[src/rtl/player_seq_if.sv]
// Handshake bundle between the player lifecycle sequencer and its neighbours:
// button/collision inputs in, gating and sprite controls out.
interface player_seq_if;
  logic       frame;
  logic       start;
  logic       fire;
  logic       hit;
  logic       bullet_active;
  logic       move_en;
  logic       player_visible;
  logic       explode_active;
  logic       fire_req;
  logic       done;
  logic [3:0] lives;
  logic       game_over;
  logic [2:0] state;

  modport master (
    output frame, start, fire, hit, bullet_active,
    input  move_en, player_visible, explode_active, fire_req, done, lives, game_over, state
  );

  modport slave (
    input  frame, start, fire, hit, bullet_active,
    output move_en, player_visible, explode_active, fire_req, done, lives, game_over, state
  );
endinterface

[src/rtl/player_seq.sv]
// Frame-synchronous player lifecycle sequencer: lives, explosion, respawn, game over, fire gating.
// Optional invulnerability window after respawn is enabled by defining PLAYER_SEQ_INVULN_EN.
module player_seq #(
  parameter int unsigned LIVES_INIT     = 3,
  parameter int unsigned EXPLODE_FRAMES = 60,
  parameter int unsigned RESPAWN_FRAMES = 30,
  parameter int unsigned FIRE_COOLDOWN  = 20
`ifdef PLAYER_SEQ_INVULN_EN
  ,
  parameter int unsigned INVULN_FRAMES  = 90
`endif
) (
  input logic         clk,
  input logic         rst,
  player_seq_if.slave bus
);

  localparam int unsigned SEQ_MAX = (EXPLODE_FRAMES > RESPAWN_FRAMES) ? EXPLODE_FRAMES : RESPAWN_FRAMES;
`ifdef PLAYER_SEQ_INVULN_EN
  localparam int unsigned CNT_MAX = (SEQ_MAX > INVULN_FRAMES) ? SEQ_MAX : INVULN_FRAMES;
`else
  localparam int unsigned CNT_MAX = SEQ_MAX;
`endif
  localparam int unsigned CNT_W   = $clog2(CNT_MAX + 1);
  localparam int unsigned COOL_W  = $clog2(FIRE_COOLDOWN + 2);
  localparam int unsigned LIVES_W = 4;

  typedef enum logic [2:0] {
    S_IDLE    = 3'b000,
    S_PLAY    = 3'b001,
    S_EXPLODE = 3'b010,
    S_RESPAWN = 3'b011,
    S_OVER    = 3'b100
  } state_t;

  state_t               st;
  logic [CNT_W-1:0]     cnt;
  logic [COOL_W-1:0]    cool;
  logic [LIVES_W-1:0]   lives;
  logic                 start_q;
  logic                 fire_q;
  logic                 move_en;
  logic                 player_visible;
  logic                 explode_active;
  logic                 fire_req;
  logic                 done;
  logic                 game_over;

  logic                 start_rise;
  logic                 fire_rise;
  logic                 hit_ok;
  logic                 fire_ok;

  assign start_rise = bus.start & ~start_q;
  assign fire_rise  = bus.fire  & ~fire_q;

`ifdef PLAYER_SEQ_INVULN_EN
  logic [CNT_W-1:0]     inv;
  logic [CNT_W-1:0]     inv_elapsed;

  // Frames elapsed in the window once the current frame pulse is consumed.
  assign inv_elapsed = CNT_W'(INVULN_FRAMES) - inv + CNT_W'(1);
  assign hit_ok      = (st == S_PLAY) & bus.hit & (inv == '0);
`else
  assign hit_ok      = (st == S_PLAY) & bus.hit;
`endif

  // A hit in the same cycle swallows the shot.
  assign fire_ok = (st == S_PLAY) & fire_rise & ~bus.bullet_active & (cool == '0) & ~hit_ok;

  always_ff @(posedge clk) begin
    if (rst) begin
      st             <= S_IDLE;
      cnt            <= '0;
      cool           <= '0;
      lives          <= '0;
      // Edge registers come up armed so a button held through reset needs a release first.
      start_q        <= 1'b1;
      fire_q         <= 1'b1;
      move_en        <= 1'b0;
      player_visible <= 1'b0;
      explode_active <= 1'b0;
      fire_req       <= 1'b0;
      done           <= 1'b0;
      game_over      <= 1'b0;
`ifdef PLAYER_SEQ_INVULN_EN
      inv            <= '0;
`endif
    end else begin
      start_q  <= bus.start;
      fire_q   <= bus.fire;
      fire_req <= 1'b0;
      done     <= 1'b0;

      if (bus.frame && (cool != '0)) begin
        cool <= cool - COOL_W'(1);
      end
      if (fire_ok) begin
        fire_req <= 1'b1;
        cool     <= COOL_W'(FIRE_COOLDOWN);
      end

      case (st)
        S_IDLE, S_OVER: begin
          if (start_rise) begin
            st             <= S_PLAY;
            lives          <= LIVES_W'(LIVES_INIT);
            cool           <= '0;
            done           <= 1'b1;
            move_en        <= 1'b1;
            player_visible <= 1'b1;
            game_over      <= 1'b0;
`ifdef PLAYER_SEQ_INVULN_EN
            inv            <= '0;
`endif
          end
        end

        S_PLAY: begin
          if (hit_ok) begin
            st             <= S_EXPLODE;
            lives          <= (lives != '0) ? lives - LIVES_W'(1) : '0;
            cnt            <= '0;
            move_en        <= 1'b0;
            player_visible <= 1'b0;
            explode_active <= 1'b1;
          end
`ifdef PLAYER_SEQ_INVULN_EN
          // Blink in 8-frame phases while invulnerable, ending visible.
          else if (bus.frame && (inv != '0)) begin
            inv <= inv - CNT_W'(1);
            if (inv == CNT_W'(1)) begin
              player_visible <= 1'b1;
            end else if (inv_elapsed[2:0] == 3'b000) begin
              player_visible <= ~player_visible;
            end
          end
`endif
        end

        S_EXPLODE: begin
          if (cnt == CNT_W'(EXPLODE_FRAMES)) begin
            cnt            <= '0;
            explode_active <= 1'b0;
            if (lives == '0) begin
              st        <= S_OVER;
              game_over <= 1'b1;
            end else begin
              st   <= S_RESPAWN;
              done <= 1'b1;
            end
          end else if (bus.frame) begin
            cnt <= cnt + CNT_W'(1);
          end
        end

        S_RESPAWN: begin
          if (cnt == CNT_W'(RESPAWN_FRAMES)) begin
            st             <= S_PLAY;
            cnt            <= '0;
            move_en        <= 1'b1;
            player_visible <= 1'b1;
`ifdef PLAYER_SEQ_INVULN_EN
            inv            <= CNT_W'(INVULN_FRAMES);
`endif
          end else if (bus.frame) begin
            cnt <= cnt + CNT_W'(1);
          end
        end

        default: begin
          st             <= S_IDLE;
          cnt            <= '0;
          move_en        <= 1'b0;
          player_visible <= 1'b0;
          explode_active <= 1'b0;
          game_over      <= 1'b0;
        end
      endcase
    end
  end

  assign bus.move_en        = move_en;
  assign bus.player_visible = player_visible;
  assign bus.explode_active = explode_active;
  assign bus.fire_req       = fire_req;
  assign bus.done           = done;
  assign bus.lives          = lives;
  assign bus.game_over      = game_over;
  assign bus.state          = st;

endmodule

[src/flat_wrapper.sv]
// flat-port wrapper written by rule: the top's interface ports become plain ports
module player_seq_flat 
#(
  parameter int unsigned LIVES_INIT     = 3,
  parameter int unsigned EXPLODE_FRAMES = 60,
  parameter int unsigned RESPAWN_FRAMES = 30,
  parameter int unsigned FIRE_COOLDOWN  = 20

)
  (clk, rst, bus_frame, bus_start, bus_fire, bus_hit, bus_bullet_active, bus_move_en, bus_player_visible, bus_explode_active, bus_fire_req, bus_done, bus_lives, bus_game_over, bus_state);
  player_seq_if bus_i ();
  input logic clk;
  input logic rst;
  input wire logic [$bits(bus_i.frame)-1:0] bus_frame;
  input wire logic [$bits(bus_i.start)-1:0] bus_start;
  input wire logic [$bits(bus_i.fire)-1:0] bus_fire;
  input wire logic [$bits(bus_i.hit)-1:0] bus_hit;
  input wire logic [$bits(bus_i.bullet_active)-1:0] bus_bullet_active;
  output wire logic [$bits(bus_i.move_en)-1:0] bus_move_en;
  output wire logic [$bits(bus_i.player_visible)-1:0] bus_player_visible;
  output wire logic [$bits(bus_i.explode_active)-1:0] bus_explode_active;
  output wire logic [$bits(bus_i.fire_req)-1:0] bus_fire_req;
  output wire logic [$bits(bus_i.done)-1:0] bus_done;
  output wire logic [$bits(bus_i.lives)-1:0] bus_lives;
  output wire logic [$bits(bus_i.game_over)-1:0] bus_game_over;
  output wire logic [$bits(bus_i.state)-1:0] bus_state;
  assign bus_i.frame = bus_frame;
  assign bus_i.start = bus_start;
  assign bus_i.fire = bus_fire;
  assign bus_i.hit = bus_hit;
  assign bus_i.bullet_active = bus_bullet_active;
  assign bus_move_en = bus_i.move_en;
  assign bus_player_visible = bus_i.player_visible;
  assign bus_explode_active = bus_i.explode_active;
  assign bus_fire_req = bus_i.fire_req;
  assign bus_done = bus_i.done;
  assign bus_lives = bus_i.lives;
  assign bus_game_over = bus_i.game_over;
  assign bus_state = bus_i.state;
  player_seq #(.LIVES_INIT(LIVES_INIT), .EXPLODE_FRAMES(EXPLODE_FRAMES), .RESPAWN_FRAMES(RESPAWN_FRAMES), .FIRE_COOLDOWN(FIRE_COOLDOWN)) u_core (.clk(clk), .rst(rst), .bus(bus_i));
endmodule
[config.mk]
export PLATFORM = sky130hd
export DESIGN_NAME = player_seq_flat
export DESIGN_NICKNAME = d
export VERILOG_FILES = /design/src/rtl/player_seq_if.sv /design/src/rtl/player_seq.sv /design/src/flat_wrapper.sv
export SDC_FILE = /design/constraint.sdc
export NUM_CORES = 1
export LEC_CHECK = 0
export CAP_MARGIN = 15
export CORE_ASPECT_RATIO = 1.4
export CORE_MARGIN = 3
export CORE_UTILIZATION = 53
export CTS_CLUSTER_DIAMETER = 150
export DETAILED_ROUTE_END_ITERATION = 10
export GPL_ROUTABILITY_DRIVEN = 0
export GPL_TIMING_DRIVEN = 0
export PLACE_DENSITY_LB_ADDON = 0.05
export SLEW_MARGIN = 25
export SYNTH_ARGS = -nofsm -noshare
export SYNTH_HDL_FRONTEND = slang
export SYNTH_SLANG_ARGS = --single-unit
[constraint.sdc]
create_clock -name clk -period 1.6 [get_ports clk]
set_input_delay 0.24 -clock clk [delete_from_list [all_inputs] [get_ports clk]]
set_output_delay 0.24 -clock clk [all_outputs]
set_load 0.03 [all_outputs]
# [After elaboration in Yosys (flattened, before gate mapping)]
# Cells that the tools add are included.
[totals] regBits=25 out_inout_bits=13
[op_classes] addsub=3 n_eq_ne=11 muxes=35 bitwise=15 reduce_logical=16
[ops] cell="2-to-1 mux 6 bit" count=4
[ops] cell="one-hot mux 6 bit (4 select lines)" count=1
[ops] cell="2-to-1 mux 5 bit" count=4
[ops] cell="2-to-1 mux 3 bit" count=5
[ops] cell="2-to-1 mux 1 bit" count=12
[ops] cell="2-to-1 mux 4 bit" count=3
[ops] cell="one-hot mux 3 bit (4 select lines)" count=1
[ops] cell="AND reduction 4 bit" count=3
[ops] cell="inequality test 2 x 1 -> 1 bit (second input constant)" count=5
[ops] cell="inverter 1 bit" count=8
[ops] cell="one-hot mux 4 bit (2 select lines)" count=1
[ops] cell="bitwise AND 1 bit" count=7
[ops] cell="adder 6 x 1 -> 6 bit (second input constant)" count=1
[ops] cell="== test 3 x 2 -> 1 bit (second input constant)" count=2
[ops] cell="== test 6 x 5 -> 1 bit (second input constant)" count=1
[ops] cell="== test 6 bit (second input constant)" count=1
[ops] cell="one-hot mux 1 bit (3 select lines)" count=2
[ops] cell="AND reduction 3 bit" count=2
[ops] cell="logical NOT 5 bit" count=1
[ops] cell="nonzero test 5 bit" count=1
[ops] cell="subtractor 5 x 1 -> 5 bit (second input constant)" count=1
[ops] cell="logical NOT 4 bit" count=1
[ops] cell="one-hot mux 1 bit (4 select lines)" count=1
[ops] cell="nonzero test 4 bit" count=1
[ops] cell="10 further kinds" count=11

# [Depth between registers and ports, before layout]
[depth] depth_word=9 depth_mapped=6 depth_no_buf=6

# [Least setup slack after synthesis]
# OpenSTA, ideal clock, no wires.
[synth_path] path_type="reg2reg" start="register u_core.st[1], in the netlist u_core.bus.state[1]" end="register u_core.cnt[0]" setup_time_ns=0.070 arrival_ns=1.561 t_required_ns=1.530 slack_ns=-0.032 path_stages_with_launch=5 n_path_buf=1 period_less_slack_ns=1.632 cell_sequence="dfxtp_1 buf_4 or3b_4 o31ai_2 o2bb2ai_1"
[synth_between] elab_chain_cells=4 word_cells_on_any_way=11 classes_between="eq/ne (5); mux (1); bitwise (2); reduce/logical (3)"
[synth_rtl] item="start: declaration" line_no="player_seq.sv:36" rtl="state_t st;"
[synth_rtl] item="start signal: assignment" line_no="player_seq.sv:73" rtl="st <= S_IDLE;"
[synth_rtl] item="start signal: assignment" line_no="player_seq.sv:106" rtl="st <= S_PLAY;"
[synth_rtl] item="start signal: assignment" line_no="player_seq.sv:121" rtl="st <= S_EXPLODE;"
[synth_rtl] item="== test 3 x 1 -> 1 bit (tied with other cells)" line_no="player_seq.sv:65, player_seq.sv:103"
[synth_rtl] item="bitwise AND 1 bit / OR reduction 2 bit (equally long branches)" line_no="player_seq.sv:65, player_seq.sv:103"
[synth_rtl] item="inequality test 2 x 1 -> 1 bit (no line) / inverter 1 bit (equally long branches)"
[synth_rtl] item="AND reduction 2 bit (no line)"
[synth_rtl] item="end signal: assignment" line_no="player_seq.sv:153" rtl="cnt <= cnt + CNT_W'(1);"
[synth_rtl] item="end signal: assignment" line_no="player_seq.sv:167" rtl="cnt <= cnt + CNT_W'(1);"
[synth_rtl] item="end: declaration" line_no="player_seq.sv:37" rtl="logic [CNT_W-1:0] cnt;"
# Several ways; a longest one is shown, not always the timed one.
# A chain may end at the register's enable or synchronous reset.

# [Worst setup path in the final report]
[layout_path] start="register u_core.cnt[0]" end="register u_core.st[2], in the netlist u_core.bus.state[2]"
[layout_between] elab_chain_cells=3 word_cells_on_any_way=5 classes_between="eq/ne (4); reduce/logical (1)"
[layout_rtl] item="== test 6 bit / == test 6 x 5 -> 1 bit (equally long branches)" line_no="player_seq.sv:142, player_seq.sv:158"
[layout_rtl] item="inequality test 2 x 1 -> 1 bit (no line)"
[layout_rtl] item="AND reduction 4 bit (no line) (*)"
[layout_rtl] item="end signal: assignment" line_no="player_seq.sv:146" rtl="st <= S_OVER;"
[layout_rtl] item="end signal: assignment" line_no="player_seq.sv:149" rtl="st <= S_RESPAWN;"
[layout_rtl] item="end signal: assignment" line_no="player_seq.sv:159" rtl="st <= S_PLAY;"
# Mark *: on every way between the ends. The rest lies on a longest branch, timed or not.

==> metrics.cfg <==
[cells_and_area]
fin_nets = 201
fillCellCount = 216
fin_area_um2 = 1700
n_antenna_cell = 0
regArea_um2 = 507
multi_input_area_um2 = 833
drive_gt1_share_pct = 18.5
utilization_pct = 70.4
syn2layout_area_growth_pct = 25.3

[power]
p_seq_share_pct = 46.2
ir_drop_uv = 746
design_power_total_mw = 1.59
power_density_nw_per_um2 = 934
p_leak_nw = 0.696
switchingPower_mw = 0.520
share_comb_of_total_power_pct = 36.3
switching_share_pct = 32.7
intPower_mw = 1.07
pwr-share-clk_pct = 17.5

[floorplanning]
core_um2 = 2420
die_width_um = 48.8
fp.dieArea_um2 = 3210
die_h_um = 65.9
start_util_pct = 56.2
io_pins = 20
rows = 21

[yosys]
ys_async_sr_fraction_pct = 0
yosysTopAreaCell = dfxtp_1
synthSimpleGateAreaFrac_pct = 30.9
synth-xor-area-share_pct = 1.29
synth_common_cells = dfxtp_1 (25), nor2_1 (15), a21oi_1 (13), nand2_1 (13), inv_1 (7)
synth_area_um2 = 1360
synth_top_area_share_pct = 36.9
synthTopCellsByArea = dfxtp_1 (37%), a21oi_1 (4.8%), nor2_1 (4.1%), ha_1 (3.7%), nand2_1 (3.6%)
synthMuxAreaShare_pct = 1.47
syn_inst = 161
synth_edf_count = 0
synth_warnings = 0
synthAdderAreaFrac_pct = 3.69
synth_most_common_cell = dfxtp_1
synth_top_family_by_area = simple AND/OR/NAND/NOR gates
synth_nets = 172
synth_compound_area_share_pct = 20.5
ys_seq_area_share_pct = 36.9
ys_types = 52
synthFlopType = dfxtp_1
synth_area_per_cell_um2 = 8.43
synth_seq_cells = 25

[clocking]
cts_buffers = 3
cts_hold_buf = 0
cts_tree = built
cts-root-buf = clkbuf_4
clockBufferDepth = 2
clk_latency_ps = 310
path_clk_slew_ps = 140
cts-htree-levels = 1
cts_sinks = 25

[worst_setup_path]
crit_fanout = 5
regToRegSetupSlack_ps = 40
reg2reg_depth = 6
r2r_end = u_core.bus.state[2]
critical_path_class = register to register
arrival_ps = 1800
start_kind = register
required_ps = 1850
reg2reg_from = u_core.cnt[0]
crit_path_end_kind = register

[grt]
grt_overflow = 0
grt_max_degree = 14
track_usage_pct = 19.9
grt_pass1_vias = 1195
grt_pass1_wl_mm = 5.14
antenna_found_initial = 0

[hold_path]
hold_path.startpoint = rst
hp-class = primary input to register
hold_depth = 2
hold-path-endpoint = u_core.bus.state[0]

[place]
io_buffers = 18
place_hpwl_mm = 2.22
dpl-instance-area_um2 = 1580
dp_slack_ps = -305

[sta]
hold_violations = 0
setup_violations = 0
setup_ws_ps = 43.5
rsz0062_at_grt = true
post-route-min-period_ps = 1560
worst_pin_slew_ps = 446
period_share_pct = 97.3
holdWs_ps = 421
fmax_mhz = 642
maxSlewHeadroom_pct = 69.9
finalMaxSlewViolations = 0
finClkSkew_ps = 8.16

[run]
drv_cap = 0

[routing]
drtPass1Iterations = 6
viasPerCell = 5.72
antenna_left = 0
first_iter_violations = 32
wire_per_inst_um = 13.6
num_vias = 1276
drc_errors = 0
routed_wl_mm = 3.03

[run_status]
status = finished clean

-- layer usage --
metal | track usage [%] | vias to the layer above | wire (um)
met1 | 22.8 | 596 | 1310
met3 | 3.84 | 6 | 98
met2 | 35.9 | 23 | 1570
li1 | - | 651 | -
met5 | 0 | - | 0
met4 | 8.19 | 0 | 46
-- registers in the layout, summed over array words and instances, names as in the netlist --
| signal | count |
|---|---|
| u_core.bus.game_over | 1 |
| u_core.bus.state | 3 |
| u_core.bus.lives | 4 |
| u_core.bus.done | 1 |
| u_core.start_q | 1 |
| u_core.bus.fire_req | 1 |
| u_core.cool | 5 |
| u_core.fire_q | 1 |
| u_core.cnt | 6 |
| u_core.bus.explode_active | 1 |
| u_core.bus.player_visible | 1 |
-- worst max-delay path, stage by stage, from the launching register on --
cell and delay (ps):
dfxtp_4 390, inv_4 70, ha_1 160, nand3b_1 150, a21o_1 240, or3_1 350, a21oi_1 140
-- final cells by class --
| cell class | instances | share of cell area (%) |
|---|---|---|
| repair buffers | 24 | 12.8 |
| flip-flops and latches | 25 | 29.8 |
| inverters | 7 | 1.69 |
| well taps | 34 | 2.50 |
| clock buffers | 4 | 1.54 |
| multi-input cells | 121 | 49.0 |
| plain buffers | 8 | 2.72 |
-- logic make-up after synthesis --
group / after synthesis
xor gates and xnor gates: 2
AOI/OAI and AO/OA: 42
muxes: 2
and+or+nand+nor: 71
buffers and inverters: 15
DFF: 25
adders and majority gates: 4
-- metrics by stage --
step / setup TNS [ps] / instances
2_1_floorplan: 0 / 161
3_5_place_dp: -1220 / 213
4_1_cts: 0 / 218
6_report: 0 / 223
3_3_place_gp: -999 / 213
5_1_grt: -110 / 223
-- what timing repair did --
action                                  CTS  global route
pin swaps                                 3             5
setup buffers                             1             5
gates resized for setup                  12            16
endpoints found under the setup margin   14            14
-- power by group through the flow --
stage,Clock [mW],Sequential (mW),Combinational (mW)
finish,0.278,0.734,0.577
detailed placement,0,0.742,0.505
global route,0.314,0.742,0.662
global placement,0,0.738,0.490
CTS,0.295,0.728,0.526
floorplan,0,0.769,0.350
-- cells in the final DEF, fill, tap and decap left out, types with 2 or more instances in the layout --
cell type / n
clkbuf_4: 3
ha_1: 2
dlymetal6s2s_1: 2
mux2i_1: 2
o21ai_1: 2
or3b_4: 2
or2_2: 4
nand3_1: 3
a211oi_1: 2
inv_1: 6
nand2_1: 13
o2bb2ai_1: 2
a31oi_1: 3
clkdlybuf4s50_1: 6
buf_4: 8
dlygate4sd2_1: 10
clkbuf_1: 5
nor2_1: 14
and3_1: 2
nand3b_1: 3
nor2b_1: 3
nand4b_1: 3
nor4_1: 2
nor3_1: 5
a21oi_1: 13
dfxtp_1: 22
a21o_1: 2
nand4_1: 3
o21ai_0: 5
dfxtp_2: 2
-- worst max-delay path by stage --
stage | start | cells after the start | end | slack, ps
2_1_floorplan | u_core.bus.state[0] | 5 | u_core.bus.lives[2] | 10
3_3_place_gp | bus_hit | 5 | u_core.bus.state[2] | -270
3_5_place_dp | bus_hit | 5 | u_core.bus.state[2] | -300
4_1_cts | u_core.cnt[0] | 6 | u_core.cnt[5] | 4
5_1_grt | u_core.bus.state[2] | 5 | u_core.bus.lives[2] | -40
6_report | u_core.cnt[0] | 6 | u_core.bus.state[2] | 40
Power figures use the tool's default switching activity.
